<file path="src/rtl/ex_pkg.sv">
// Shared types, bundle layout and opcode map for the execute stage.
`ifndef EX_OPCODES_DEFINED
`define EX_OPCODES_DEFINED
`define OP_MOV            5'h00
`define OP_ADD            5'h01
`define OP_SUB            5'h02
`define OP_AND            5'h03
`define OP_OR             5'h04
`define OP_NOT            5'h05
`define OP_CMP            5'h06
`define OP_MULT           5'h07
`define OP_DIV            5'h08
`define OP_OB_CHECK       5'h09
`define OP_VELOCITY_GUARD 5'h0A
`define OP_MOVE_LEFT      5'h0B
`define OP_MOVE_RIGHT     5'h0C
`define OP_STOP           5'h0D
`define OP_CONTINUE       5'h0E
`endif

package ex_pkg;

    localparam int unsigned DATA_W = 16;
    localparam int unsigned IN_W   = 42;
    localparam int unsigned OUT_W  = 29;
    localparam int unsigned ITER   = DATA_W;
    localparam int unsigned RD_W   = 4;
    localparam int unsigned OPC_W  = 5;

    // Input bundle field offsets: {pad, B, A, opcode, rd}
    localparam int unsigned RD_LSB  = 0;
    localparam int unsigned OPC_LSB = RD_LSB + RD_W;
    localparam int unsigned A_LSB   = OPC_LSB + OPC_W;
    localparam int unsigned B_LSB   = A_LSB + DATA_W;
    localparam int unsigned PAD_BIT = IN_W - 1;

    typedef enum logic [1:0] {
        IDLE = 2'd0,
        BUSY = 2'd1,
        OUT  = 2'd2
    } state_t;

    localparam logic [1:0] CMD_LEFT     = 2'b00;
    localparam logic [1:0] CMD_RIGHT    = 2'b01;
    localparam logic [1:0] CMD_STOP     = 2'b10;
    localparam logic [1:0] CMD_CONTINUE = 2'b11;

    // Bit positions inside the {Z,N,C,V} flag nibble
    localparam int unsigned FLAG_V = 0;
    localparam int unsigned FLAG_C = 1;
    localparam int unsigned FLAG_N = 2;
    localparam int unsigned FLAG_Z = 3;

    typedef struct packed {
        logic              illegal;
        logic [1:0]        cmd;
        logic              cmd_valid;
        logic [3:0]        flags;
        logic              wr_en;
        logic [RD_W-1:0]   rd;
        logic [DATA_W-1:0] result;
    } out_bundle_t;

endpackage

</file>
<file path="src/rtl/ex_muldiv_seq.sv">
// Iterative shift-add multiplier / restoring divider, one bit per cycle.
module ex_muldiv_seq
    import ex_pkg::*;
(
    input  logic                clk,
    input  logic                reset,
    input  logic                start,
    input  logic                is_div,
    input  logic [DATA_W-1:0]   a,
    input  logic [DATA_W-1:0]   b,
    output logic                done,
    output logic [2*DATA_W-1:0] res
);

    localparam int unsigned CNT_W = $clog2(ITER + 1);

    logic                busy_q;
    logic                done_q;
    logic                is_div_q;
    logic [CNT_W-1:0]    cnt_q;
    logic [2*DATA_W-1:0] acc_q;
    logic [2*DATA_W-1:0] mcand_q;
    logic [DATA_W-1:0]   opb_q;

    logic [2*DATA_W-1:0] acc_step;
    logic [DATA_W:0]     rem_sh;
    logic [DATA_W-1:0]   diff;

    // For divide, acc holds {remainder, quotient} and shifts left each step
    always_comb begin
        acc_step = acc_q;
        rem_sh   = acc_q[2*DATA_W-1:DATA_W-1];
        diff     = rem_sh[DATA_W-1:0] - opb_q;
        if (is_div_q) begin
            if (rem_sh >= {1'b0, opb_q}) begin
                acc_step = {diff, acc_q[DATA_W-2:0], 1'b1};
            end else begin
                acc_step = {acc_q[2*DATA_W-2:0], 1'b0};
            end
        end else if (opb_q[0]) begin
            acc_step = acc_q + mcand_q;
        end
    end

    always_ff @(posedge clk) begin
        if (!reset) begin
            busy_q   <= 1'b0;
            done_q   <= 1'b0;
            is_div_q <= 1'b0;
            cnt_q    <= '0;
            acc_q    <= '0;
            mcand_q  <= '0;
            opb_q    <= '0;
        end else if (start) begin
            busy_q   <= 1'b1;
            done_q   <= 1'b0;
            is_div_q <= is_div;
            cnt_q    <= '0;
            acc_q    <= is_div ? {{DATA_W{1'b0}}, a} : '0;
            mcand_q  <= {{DATA_W{1'b0}}, a};
            opb_q    <= b;
        end else if (busy_q) begin
            acc_q   <= acc_step;
            mcand_q <= mcand_q << 1;
            opb_q   <= is_div_q ? opb_q : (opb_q >> 1);
            cnt_q   <= cnt_q + CNT_W'(1);
            if (cnt_q == CNT_W'(ITER - 1)) begin
                busy_q <= 1'b0;
                done_q <= 1'b1;
            end
        end else begin
            done_q <= 1'b0;
        end
    end

    assign done = done_q;
    assign res  = acc_q;

endmodule

</file>
<file path="src/rtl/ex_stage.sv">
// Execute stage: ALU, compare, robot guards and motor commands between two req/ack handshakes.
module ex_stage
    import ex_pkg::*;
(
    input  logic             clk,
    input  logic             reset,
    input  logic [IN_W-1:0]  in_data,
    input  logic             in_req,
    output logic             in_ack,
    output logic [OUT_W-1:0] out_data,
    output logic             out_req,
    input  logic             out_ack
);

    localparam int unsigned MSB = DATA_W - 1;

    logic [RD_W-1:0]   in_rd;
    logic [OPC_W-1:0]  in_op;
    logic [DATA_W-1:0] in_a;
    logic [DATA_W-1:0] in_b;
    logic              unused_pad;

    assign in_rd      = in_data[RD_LSB +: RD_W];
    assign in_op      = in_data[OPC_LSB +: OPC_W];
    assign in_a       = in_data[A_LSB +: DATA_W];
    assign in_b       = in_data[B_LSB +: DATA_W];
    assign unused_pad = in_data[PAD_BIT];

    state_t          state_q, state_d;
    logic            in_ack_q, in_ack_d;
    logic            out_req_q, out_req_d;
    out_bundle_t     out_q, out_d;
    logic            div_q;
    logic            bz_q;
    logic [RD_W-1:0] rd_q;

    logic                capture;
    logic                is_muldiv;
    logic                md_done;
    logic [2*DATA_W-1:0] md_res;

    function automatic out_bundle_t exec_op(input logic [OPC_W-1:0]  op,
                                            input logic [DATA_W-1:0] a,
                                            input logic [DATA_W-1:0] b,
                                            input logic [RD_W-1:0]   rd);
        out_bundle_t     o;
        logic [DATA_W:0] sum;
        logic            zn;
        o    = '0;
        o.rd = rd;
        zn   = 1'b1;
        sum  = {1'b0, a} + {1'b0, b};
        case (op)
            `OP_MOV: begin
                o.result = a;
                o.wr_en  = 1'b1;
            end
            `OP_ADD: begin
                o.result        = sum[DATA_W-1:0];
                o.wr_en         = 1'b1;
                o.flags[FLAG_C] = sum[DATA_W];
                o.flags[FLAG_V] = (a[MSB] == b[MSB]) && (o.result[MSB] != a[MSB]);
            end
            `OP_SUB, `OP_CMP: begin
                o.result        = a - b;
                o.wr_en         = (op == `OP_SUB);
                o.flags[FLAG_C] = (a < b);
                o.flags[FLAG_V] = (a[MSB] != b[MSB]) && (o.result[MSB] != a[MSB]);
            end
            `OP_AND: begin
                o.result = a & b;
                o.wr_en  = 1'b1;
            end
            `OP_OR: begin
                o.result = a | b;
                o.wr_en  = 1'b1;
            end
            `OP_NOT: begin
                o.result = ~a;
                o.wr_en  = 1'b1;
            end
            `OP_OB_CHECK: begin
                o.result = (a < b) ? DATA_W'(1) : '0;
                o.wr_en  = 1'b1;
            end
            `OP_VELOCITY_GUARD: begin
                o.result        = (a > b) ? b : a;
                o.wr_en         = 1'b1;
                o.flags[FLAG_V] = (a > b);
            end
            `OP_MOVE_LEFT:  begin zn = 1'b0; o.cmd_valid = 1'b1; o.cmd = CMD_LEFT;     end
            `OP_MOVE_RIGHT: begin zn = 1'b0; o.cmd_valid = 1'b1; o.cmd = CMD_RIGHT;    end
            `OP_STOP:       begin zn = 1'b0; o.cmd_valid = 1'b1; o.cmd = CMD_STOP;     end
            `OP_CONTINUE:   begin zn = 1'b0; o.cmd_valid = 1'b1; o.cmd = CMD_CONTINUE; end
            // Iterative ops are finished by the sequencer path, never here
            `OP_MULT, `OP_DIV: zn = 1'b0;
            default: begin
                zn        = 1'b0;
                o.illegal = 1'b1;
            end
        endcase
        if (zn) begin
            o.flags[FLAG_Z] = (o.result == '0);
            o.flags[FLAG_N] = o.result[MSB];
        end
        return o;
    endfunction

    function automatic out_bundle_t muldiv_out(input logic                is_div,
                                               input logic [2*DATA_W-1:0] acc,
                                               input logic                b_zero,
                                               input logic [RD_W-1:0]     rd);
        out_bundle_t o;
        o        = '0;
        o.rd     = rd;
        o.wr_en  = 1'b1;
        o.result = acc[DATA_W-1:0];
        if (is_div) begin
            o.flags[FLAG_V] = b_zero;
        end else begin
            o.flags[FLAG_C] = |acc[2*DATA_W-1:DATA_W];
            o.flags[FLAG_V] = |acc[2*DATA_W-1:DATA_W];
        end
        o.flags[FLAG_Z] = (o.result == '0);
        o.flags[FLAG_N] = o.result[MSB];
        return o;
    endfunction

    assign is_muldiv = (in_op == `OP_MULT) || (in_op == `OP_DIV);

    ex_muldiv_seq u_muldiv (
        .clk    (clk),
        .reset  (reset),
        .start  (capture && is_muldiv),
        .is_div (in_op == `OP_DIV),
        .a      (in_a),
        .b      (in_b),
        .done   (md_done),
        .res    (md_res)
    );

    // Handshake FSM: next state and registered outputs
    always_comb begin
        state_d   = state_q;
        in_ack_d  = 1'b0;
        out_req_d = out_req_q;
        out_d     = out_q;
        capture   = 1'b0;
        case (state_q)
            IDLE: begin
                if (in_req && !in_ack_q) begin
                    capture  = 1'b1;
                    in_ack_d = 1'b1;
                    if (is_muldiv) begin
                        state_d = BUSY;
                    end else begin
                        state_d   = OUT;
                        out_req_d = 1'b1;
                        out_d     = exec_op(in_op, in_a, in_b, in_rd);
                    end
                end
            end
            BUSY: begin
                if (md_done) begin
                    state_d   = OUT;
                    out_req_d = 1'b1;
                    out_d     = muldiv_out(div_q, md_res, bz_q, rd_q);
                end
            end
            OUT: begin
                if (out_ack) begin
                    state_d   = IDLE;
                    out_req_d = 1'b0;
                end
            end
            default: begin
                state_d   = IDLE;
                out_req_d = 1'b0;
            end
        endcase
    end

    always_ff @(posedge clk) begin
        if (!reset) begin
            state_q   <= IDLE;
            in_ack_q  <= 1'b0;
            out_req_q <= 1'b0;
            out_q     <= '0;
            div_q     <= 1'b0;
            bz_q      <= 1'b0;
            rd_q      <= '0;
        end else begin
            state_q   <= state_d;
            in_ack_q  <= in_ack_d;
            out_req_q <= out_req_d;
            out_q     <= out_d;
            if (capture) begin
                div_q <= (in_op == `OP_DIV);
                bz_q  <= (in_b == '0);
                rd_q  <= in_rd;
            end
        end
    end

    assign in_ack   = in_ack_q;
    assign out_req  = out_req_q;
    assign out_data = out_q;

endmodule

</file>
<file path="config.mk">
export PLATFORM = sky130hd
export DESIGN_NAME = ex_stage
export DESIGN_NICKNAME = d
export VERILOG_FILES = /design/src/rtl/ex_pkg.sv /design/src/rtl/ex_muldiv_seq.sv /design/src/rtl/ex_stage.sv
export SDC_FILE = /design/constraint.sdc
export NUM_CORES = 1
export LEC_CHECK = 0
export ABC_AREA = 1
export CORE_MARGIN = 1.5
export CORE_UTILIZATION = 30
export CTS_CLUSTER_DIAMETER = 150
export DETAILED_ROUTE_END_ITERATION = 10
export GPL_TIMING_DRIVEN = 0
export SYNTH_ARGS = -nofsm -noshare
export SYNTH_HDL_FRONTEND = slang
export SYNTH_SLANG_ARGS = --single-unit
</file>
<file path="constraint.sdc">
create_clock -name clk -period 3.9 [get_ports clk]
set_input_delay 1.17 -clock clk [delete_from_list [all_inputs] [get_ports clk]]
set_output_delay 1.17 -clock clk [all_outputs]
set_load 0.01 [all_outputs]
</file>
==> flow_metrics.env, run 1 <==
export IMPL_ys_ff_latch=127
export IMPL_gp_congestion=0.971
export IMPL_cts_tree="done"
export IMPL_core_um2=37800
export IMPL_avgViaCountPerCell=5.35
export IMPL_fillCellCount=4087
export IMPL_crit_arrival_ns=4.15
export IMPL_drv_cap=0
export IMPL_post_drt_wl_per_cell_um=18.6
export IMPL_end_kind="flip-flop"
export IMPL_syn_area_um2=11500
export IMPL_die_x_um=199
export IMPL_final_layout_size_suffix_gt1_frac=0.0748
export IMPL_io_buffers=74
export IMPL_drv_slew=0
export IMPL_rows=71
export IMPL_die_h_um=199
export IMPL_hold_ws_ns=0.476
export IMPL_synth_edf_count=0
export IMPL_critPathMaxFanout=10
export IMPL_clkTransAtPathRegs_ns=0.06
export IMPL_grt_pass1_vias=12300
export IMPL_yosysWarnings=0
export IMPL_hp_class="reg -> reg"
export IMPL_dr_pass1_iters=6
export IMPL_num_antenna_cells=0
export IMPL_critical_path_class="in -> reg"
export IMPL_area_growth_syn_to_layout_pct=17.8
export IMPL_start_kind="primary input"
export IMPL_clk_insertion_delay_late_ns=0.43
export IMPL_syn_inst=1858
export IMPL_p_leak_nw=6.10
export IMPL_fin_area_um2=13600
export IMPL_tns_ns=0
export IMPL_post_route_util=0.360
export IMPL_synth_net_count=2005
export IMPL_antenna_found_initial=1
export IMPL_avgSynthCellArea_um2=6.21
export IMPL_grt_max_degree=17
export IMPL_gr_total_overflow=0
export IMPL_synthArstFlopShare=0
export IMPL_ir_drop_mv=0.280
export IMPL_outcome="finished, final reports clean"
export IMPL_critPathRequiredTime_ns=4.27
export IMPL_min_period_ns=3.78
export IMPL_boundaryPins=77
export IMPL_grt_pass1_wl_um=69800
export IMPL_synth_yosys_seq_area_share=0.220
export IMPL_root_buffer="clkbuf_16"
export IMPL_antenna_left=0
export IMPL_power_density_nw_per_um2=321
export IMPL_synth_ff_type="dfxtp_1"
export IMPL_clock_path_buffers=2
export IMPL_setup_viol=0
export IMPL_finalClockSkew_ns=0.0107
export IMPL_relSlewSlack=0.471
export IMPL_routed_wl_um=45900
export IMPL_yosysUniqueCellTypes=58
export IMPL_ff_latch_area_um2=2540
export IMPL_finalHoldViolCount=0
export IMPL_placed_area_um2=12900
export IMPL_fp_dieArea_um2=39600
export IMPL_htree_num_levels=4
export IMPL_fmax_ghz=0.264
export IMPL_drt_first_iter_violations=1199
export IMPL_drc=0
export IMPL_initial_core_util=0.305
export IMPL_vias=13200
export IMPL_gr_usage_all_layers=0.230
export IMPL_tightest_slew_ns=0.794
export IMPL_multi_input_area_um2=7860
export IMPL_dp_hpwl_um=36900
export IMPL_cts_buffers=17
export IMPL_fin_crit_sh=0.970
export IMPL_fin_nets=2099
export IMPL_cts_sinks=127
export IMPL_cts_hold_fix_buffers=0
flip-flops by register name, summed over array words and instances (netlist names), 2 cells and up:
signal,cells
out_data,29
rd_q,4
state_q,2
u_muldiv.cnt_q,5
u_muldiv.mcand_q,32
u_muldiv.opb_q,16
u_muldiv.res,32
through the flow:
stage          std cells  setup WS (ns)  power, mW
5_1_grt             2475       -0.00420       4.55
6_report            2475          0.117       4.36
2_1_floorplan       1858          0.746       2.21
3_3_place_gp        2443         -0.804       2.62
4_1_cts             2475        0.00366       4.34
3_5_place_dp        2443         -0.847       2.63
per-layer routing:
metal | global-route usage | routed length [um] | part of all wire
met5 | 0 | 0 | 0
met4 | 0.107 | 1950 | 0.042
met3 | 0.0344 | 3190 | 0.069
met2 | 0.375 | 20700 | 0.45
met1 | 0.298 | 20100 | 0.44
placed cells by master, fill, tap and decap left out, types with 9 or more instances in the layout:
cell type and count:
nor3_1 17, a21o_1 11, a21oi_1 193, nor2_2 10
inv_1 176, xor2_1 18, o21ai_1 34, dlygate4sd2_1 12
a31oi_1 27, clkbuf_16 17, inv_2 27, xnor2_1 11
ha_1 97, o211ai_1 12, clkdlybuf4s50_1 46, nand3_1 187
nand2_2 12, nand2_1 418, buf_2 26, nand4_1 20
o21bai_1 9, dlymetal6s2s_1 12, o21ai_0 95, dfxtp_1 127
buf_4 11, nor4_1 13, clkbuf_1 37, o22ai_1 15
nor2_1 183
path summary, 6_finish.rpt:
| check | cells after the start | end | start | slack, ns |
|---|---|---|---|---|
| hold / removal | 2 | bz_q$_SDFFE_PN0P_ | bz_q$_SDFFE_PN0P_ | 0.48 |
| setup reg to reg | 15 | u_muldiv.res[30]$_SDFFE_PN0P_ | u_muldiv.res[0]$_SDFFE_PN0P_ | 1.11 |
| hold reg to reg | 2 | bz_q$_SDFFE_PN0P_ | bz_q$_SDFFE_PN0P_ | 0.48 |
| setup / recovery | 18 | out_data[24]$_SDFFE_PN0P_ | in_data[23] | 0.12 |
where the power goes:
part / switching (mW) / internal (mW) / total [mW] / leakage [nW]
clock: 0.630 / 1.10 / 1.73 / 0.297
combinational: 0.809 / 0.416 / 1.23 / 4.78
sequential: 0.0504 / 1.36 / 1.41 / 1.03
area by class of cell:
cell class,instances,share of cell area
plain buffers,76,0.0286
clock buffers,22,0.0342
clock inverters,9,0.0116
inverters,206,0.0573
multi-input cells,1449,0.579
flip-flops and latches,127,0.187
well taps,511,0.0471
repair buffers,75,0.0554
synthesized netlist by cell type, drive strengths merged (11+ instances only):
cell type,count,area (um^2)
nor3,20,121
a31oi,27,169
buf,42,261
inv,204,766
nand4,21,146
xnor2,11,96.3
ha,97,1210
nor4,13,81.3
nand3,190,951
o21ai,131,659
a21oi,197,1010
clkbuf,34,128
nor2,198,788
nand2,433,1680
o211ai,12,90.1
dfxtp,127,2540
o22ai,15,93.8
a21o,11,82.6
xor2,18,158
worst max-delay path, stage by stage:
cell	delay, ns
clkdlybuf4s15_1	0.40
inv_1	0.27
ha_1	0.35
buf_2	0.18
nor2_1	0.19
nand2_2	0.12
nor2_4	0.17
nand4_4	0.20
nand2_8	0.18
buf_8	0.15
nand2_2	0.05
nand3_1	0.07
nand3_1	0.16
nor2_1	0.14
nand3_1	0.08
nor2_1	0.10
nand2_1	0.07
a21oi_2	0.10
cells by family after synthesis:
| logic type | Yosys count | share of synthesized area |
|---|---|---|
| simple gates | 886 | 0.333 |
| flops | 127 | 0.220 |
| fa+ha+maj | 101 | 0.112 |
| buf+inv | 282 | 0.101 |
| compound gates | 433 | 0.211 |
| xor+xnor | 29 | 0.0220 |
what timing repair did:
action	4_1_cts	5_1_grt
buffers inserted	1	0
endpoints found under the setup margin	16	11
resized for setup	20	27
gates cloned	0	0
No activity file was read; power rests on OpenSTA's default activity.
==> run 2, diff against run 1 <==
--- a/config.mk
+++ b/config.mk
@@ -6,6 +6,7 @@
 export NUM_CORES = 1
 export LEC_CHECK = 0
 export ABC_AREA = 1
+export CAP_MARGIN = 5
 export CORE_MARGIN = 1.5
 export CORE_UTILIZATION = 30
 export CTS_CLUSTER_DIAMETER = 150
@@ -13,4 +14,5 @@
 export GPL_TIMING_DRIVEN = 0
 export SYNTH_ARGS = -nofsm -noshare
 export SYNTH_HDL_FRONTEND = slang
+export SYNTH_HIERARCHICAL = 1
 export SYNTH_SLANG_ARGS = --single-unit
==> run 2 against run 1 <==
  * Maximum frequency barely moved
  * Synthesized cell count rose by 15%
  * Non-clock buffer count fell by 3
  * Cell count rose by 12%
  * Via count rose by 7.5%
  * Register-to-register slack got worse by 0.18 ns
  * Sequential power rose by 17%
  * Total power rose by 30%
  * Global-route usage fell by 0.90 points
  * Die area rose by 8.1%
  * Critical path type unchanged
  * Largest cell class unchanged
  * Highest routed layer unchanged
==> flow_metrics.env, run 2 <==
export IMPL_grt_pass1_wl_um=73000
export IMPL_critPathRequiredTime_ns=4.26
export IMPL_synth_top_area_share=0.204
export IMPL_place_inst=2738
export IMPL_yosysWarnings=6
export IMPL_fp_dieArea_um2=42800
export IMPL_drc=0
export IMPL_num_antenna_cells=0
export IMPL_dr_pass1_iters=5
export IMPL_hp_start="u_muldiv/mcand_q[22]$_SDFFE_PP0P_"
export IMPL_gr_total_overflow=0
export IMPL_fin_area_um2=14600
export IMPL_htree_num_levels=4
export IMPL_p_total_mw=5.68
export IMPL_cts_buffers=17
export IMPL_avgViaCountPerCell=5.13
export IMPL_post_drt_wl_per_cell_um=17.1
export IMPL_clk_insertion_delay_late_ns=0.42
export IMPL_setup_viol=0
export IMPL_syn_area_um2=12500
export IMPL_post_route_util=0.356
export IMPL_place_ws_ns=-0.681
export IMPL_p_leak_nw=7.29
export IMPL_cts_tree="done"
export IMPL_critPathSlowestCell="dlygate4sd2_1"
export IMPL_drv_slew=0
export IMPL_relSlewSlack=0.583
export IMPL_synth_ff_type="dfxtp_1"
export IMPL_tightest_slew_ns=0.625
export IMPL_power_density_nw_per_um2=390
export IMPL_root_buffer="clkbuf_16"
export IMPL_yosysUniqueCellTypes=52
export IMPL_yosys_top_cells_area="dfxtp_1, nand2_1, ha_1, inv_1, nand3_1"
export IMPL_gr_usage_all_layers=0.221
export IMPL_cts_hold_fix_buffers=0
export IMPL_initial_core_util=0.305
export IMPL_end_kind="flip-flop"
export IMPL_synthTopCellsByCount="nand2_1, inv_1, nand3_1"
export IMPL_boundaryPins=77
export IMPL_hp_class="reg -> reg"
export IMPL_worst_slack_ns=0.120
export IMPL_area_growth_syn_to_layout_pct=16.6
export IMPL_fin_crit_sh=0.969
export IMPL_synth_yosys_seq_area_share=0.204
export IMPL_clock_path_buffers=2
export IMPL_io_buffers=75
export IMPL_start_kind="primary input"
export IMPL_core_um2=40900
export IMPL_synth_net_count=2278
export IMPL_vias=14200
export IMPL_grt_pass1_vias=13200
export IMPL_placed_area_um2=13900
export IMPL_die_x_um=207
export IMPL_slowest_delay_ns=0.60
export IMPL_grt_max_degree=17
export IMPL_crit_top_cell="nand3_1"
export IMPL_drt_first_iter_violations=1102
export IMPL_path_cells="dlygate4sd2_1 -> inv_1 -> ha_1 -> buf_6 -> inv_2 -> nand2_2 -> nor2_4 -> nand3_2 -> nand2_2 -> nand2_4 -> nand2_8 -> buf_6 -> nand3_1 -> nand3_1 -> nand2_1 -> nor2_1 -> nand2_1 -> nor2_1 -> nand3_1 -> a21oi_1"
export IMPL_cts_sinks=127
export IMPL_dp_hpwl_um=38800
export IMPL_crit_path_start="in_data[13]"
export IMPL_finalHoldViolCount=0
export IMPL_hold_ws_ns=0.479
export IMPL_gp_congestion=0.985
export IMPL_drv_cap=0
export IMPL_synth_top_area_cell="dfxtp_1"
export IMPL_critical_path_class="in -> reg"
export IMPL_outcome="finished, final reports clean"
export IMPL_ys_ff_latch=127
export IMPL_fin_nets=2375
export IMPL_rr_startpoint="state_q[0]$_SDFFE_PN0P_"
export IMPL_final_common_cell="nand2_1"
export IMPL_antenna_left=0
export IMPL_min_period_ns=3.78
export IMPL_fillCellCount=4459
export IMPL_syn_inst=2131
export IMPL_rows=74
export IMPL_layout_common_cells="nand2_1, inv_1, nand3_1"
export IMPL_final_layout_size_suffix_gt1_frac=0.0643
export IMPL_routed_wl_um=47300
export IMPL_clkTransAtPathRegs_ns=0.06
export IMPL_die_h_um=207
export IMPL_crit_arrival_ns=4.14
export IMPL_ir_drop_mv=0.292
export IMPL_synth_edf_count=0
export IMPL_rsz0062_at_grt="false"
export IMPL_yosysMostFrequentCell="nand2_1"
export IMPL_tns_ns=0
export IMPL_fmax_ghz=0.265
export IMPL_critPathMaxFanout=10
export IMPL_synthArstFlopShare=0
export IMPL_antenna_found_initial=0
export IMPL_avgSynthCellArea_um2=5.86
export IMPL_finalClockSkew_ns=0.00913
export IMPL_stdcell_count=2773
run 2: changes by cell type after synthesis, moves of 7 or more:
cell      previous run  this run
clkbuf_1            34        41
buf_2               26        14
o221ai_1             5        14
a21o_1              11         2
nand2_1            419       666
nor3_1              17        34
a41oi_1              1         8
inv_1              178       313
a21oi_1            193       126
nor2_1             186       173
o211ai_1            12         4
xnor2_1             11         4
o21ai_1             34         6
run 2: timing repair:
action                                  in CTS  in global routing
pin swaps                                    0                  2
gates resized for setup                     18                 36
endpoints found under the setup margin      59                 55
buffers inserted                             0                  3
run 2: power by group:
part           internal [mW]  leakage [nW]  total [mW]  switching (mW)
Combinational          0.889          6.00        2.50            1.61
Clock                  0.910         0.264        1.53           0.620
Sequential              1.49          1.03        1.65           0.160
Total                   3.29          7.29        5.68            2.39
run 2: critical path: cells and delay by family:
family,cells,cell delay [ns]
AND/OR/NAND/NOR,13,1.38
buffers and inverters,5,1.10
adder cells (fa/ha/maj),1,0.33
AO/OA/AOI/OAI,1,0.12
run 2: per-layer routing:
layer | global-route usage | part of all wire | vias to the layer above
met5 | 0 | 0 | -
met4 | 0.0755 | 0.031 | 0
met3 | 0.0345 | 0.078 | 84
met2 | 0.352 | 0.43 | 579
met1 | 0.303 | 0.46 | 6484
li1 | - | - | 7089
run 2: final cells by class:
| class | instances | area [um^2] | share of cell area |
|---|---|---|---|
| Buffer | 70 | 370 | 0.0254 |
| Clock buffer | 23 | 468 | 0.0322 |
| Clock inverter | 9 | 85.1 | 0.00585 |
| Inverter | 335 | 1260 | 0.0864 |
| Multi-Input combinational cell | 1599 | 8360 | 0.574 |
| Sequential cell | 127 | 2540 | 0.175 |
| Tap cell | 532 | 666 | 0.0457 |
| Timing Repair Buffer | 78 | 806 | 0.0554 |
run 2: path summary, 6_finish.rpt:
path / slack [ns] / to / cells past startpoint
worst max register to register: 0.93 / u_muldiv/res[14]$_SDFFE_PN0P_ / 14
worst min-delay path: 0.48 / u_muldiv/mcand_q[23]$_SDFFE_PP0P_ / 2
worst min register to register: 0.48 / u_muldiv/mcand_q[23]$_SDFFE_PP0P_ / 2
worst max-delay path: 0.12 / out_data[24]$_SDFFE_PN0P_ / 20
run 2: kinds of logic (layout without fill, tap and decap cells):
family,after synthesis,in the layout,share of synthesized area
DFF,127,127,0.204
and+or+nand+nor,1147,1147,0.396
buffers and inverters,405,515,0.130
adders and majority gates,101,101,0.104
AOI/OAI and AO/OA,332,332,0.154
xor gates and xnor gates,19,19,0.0133
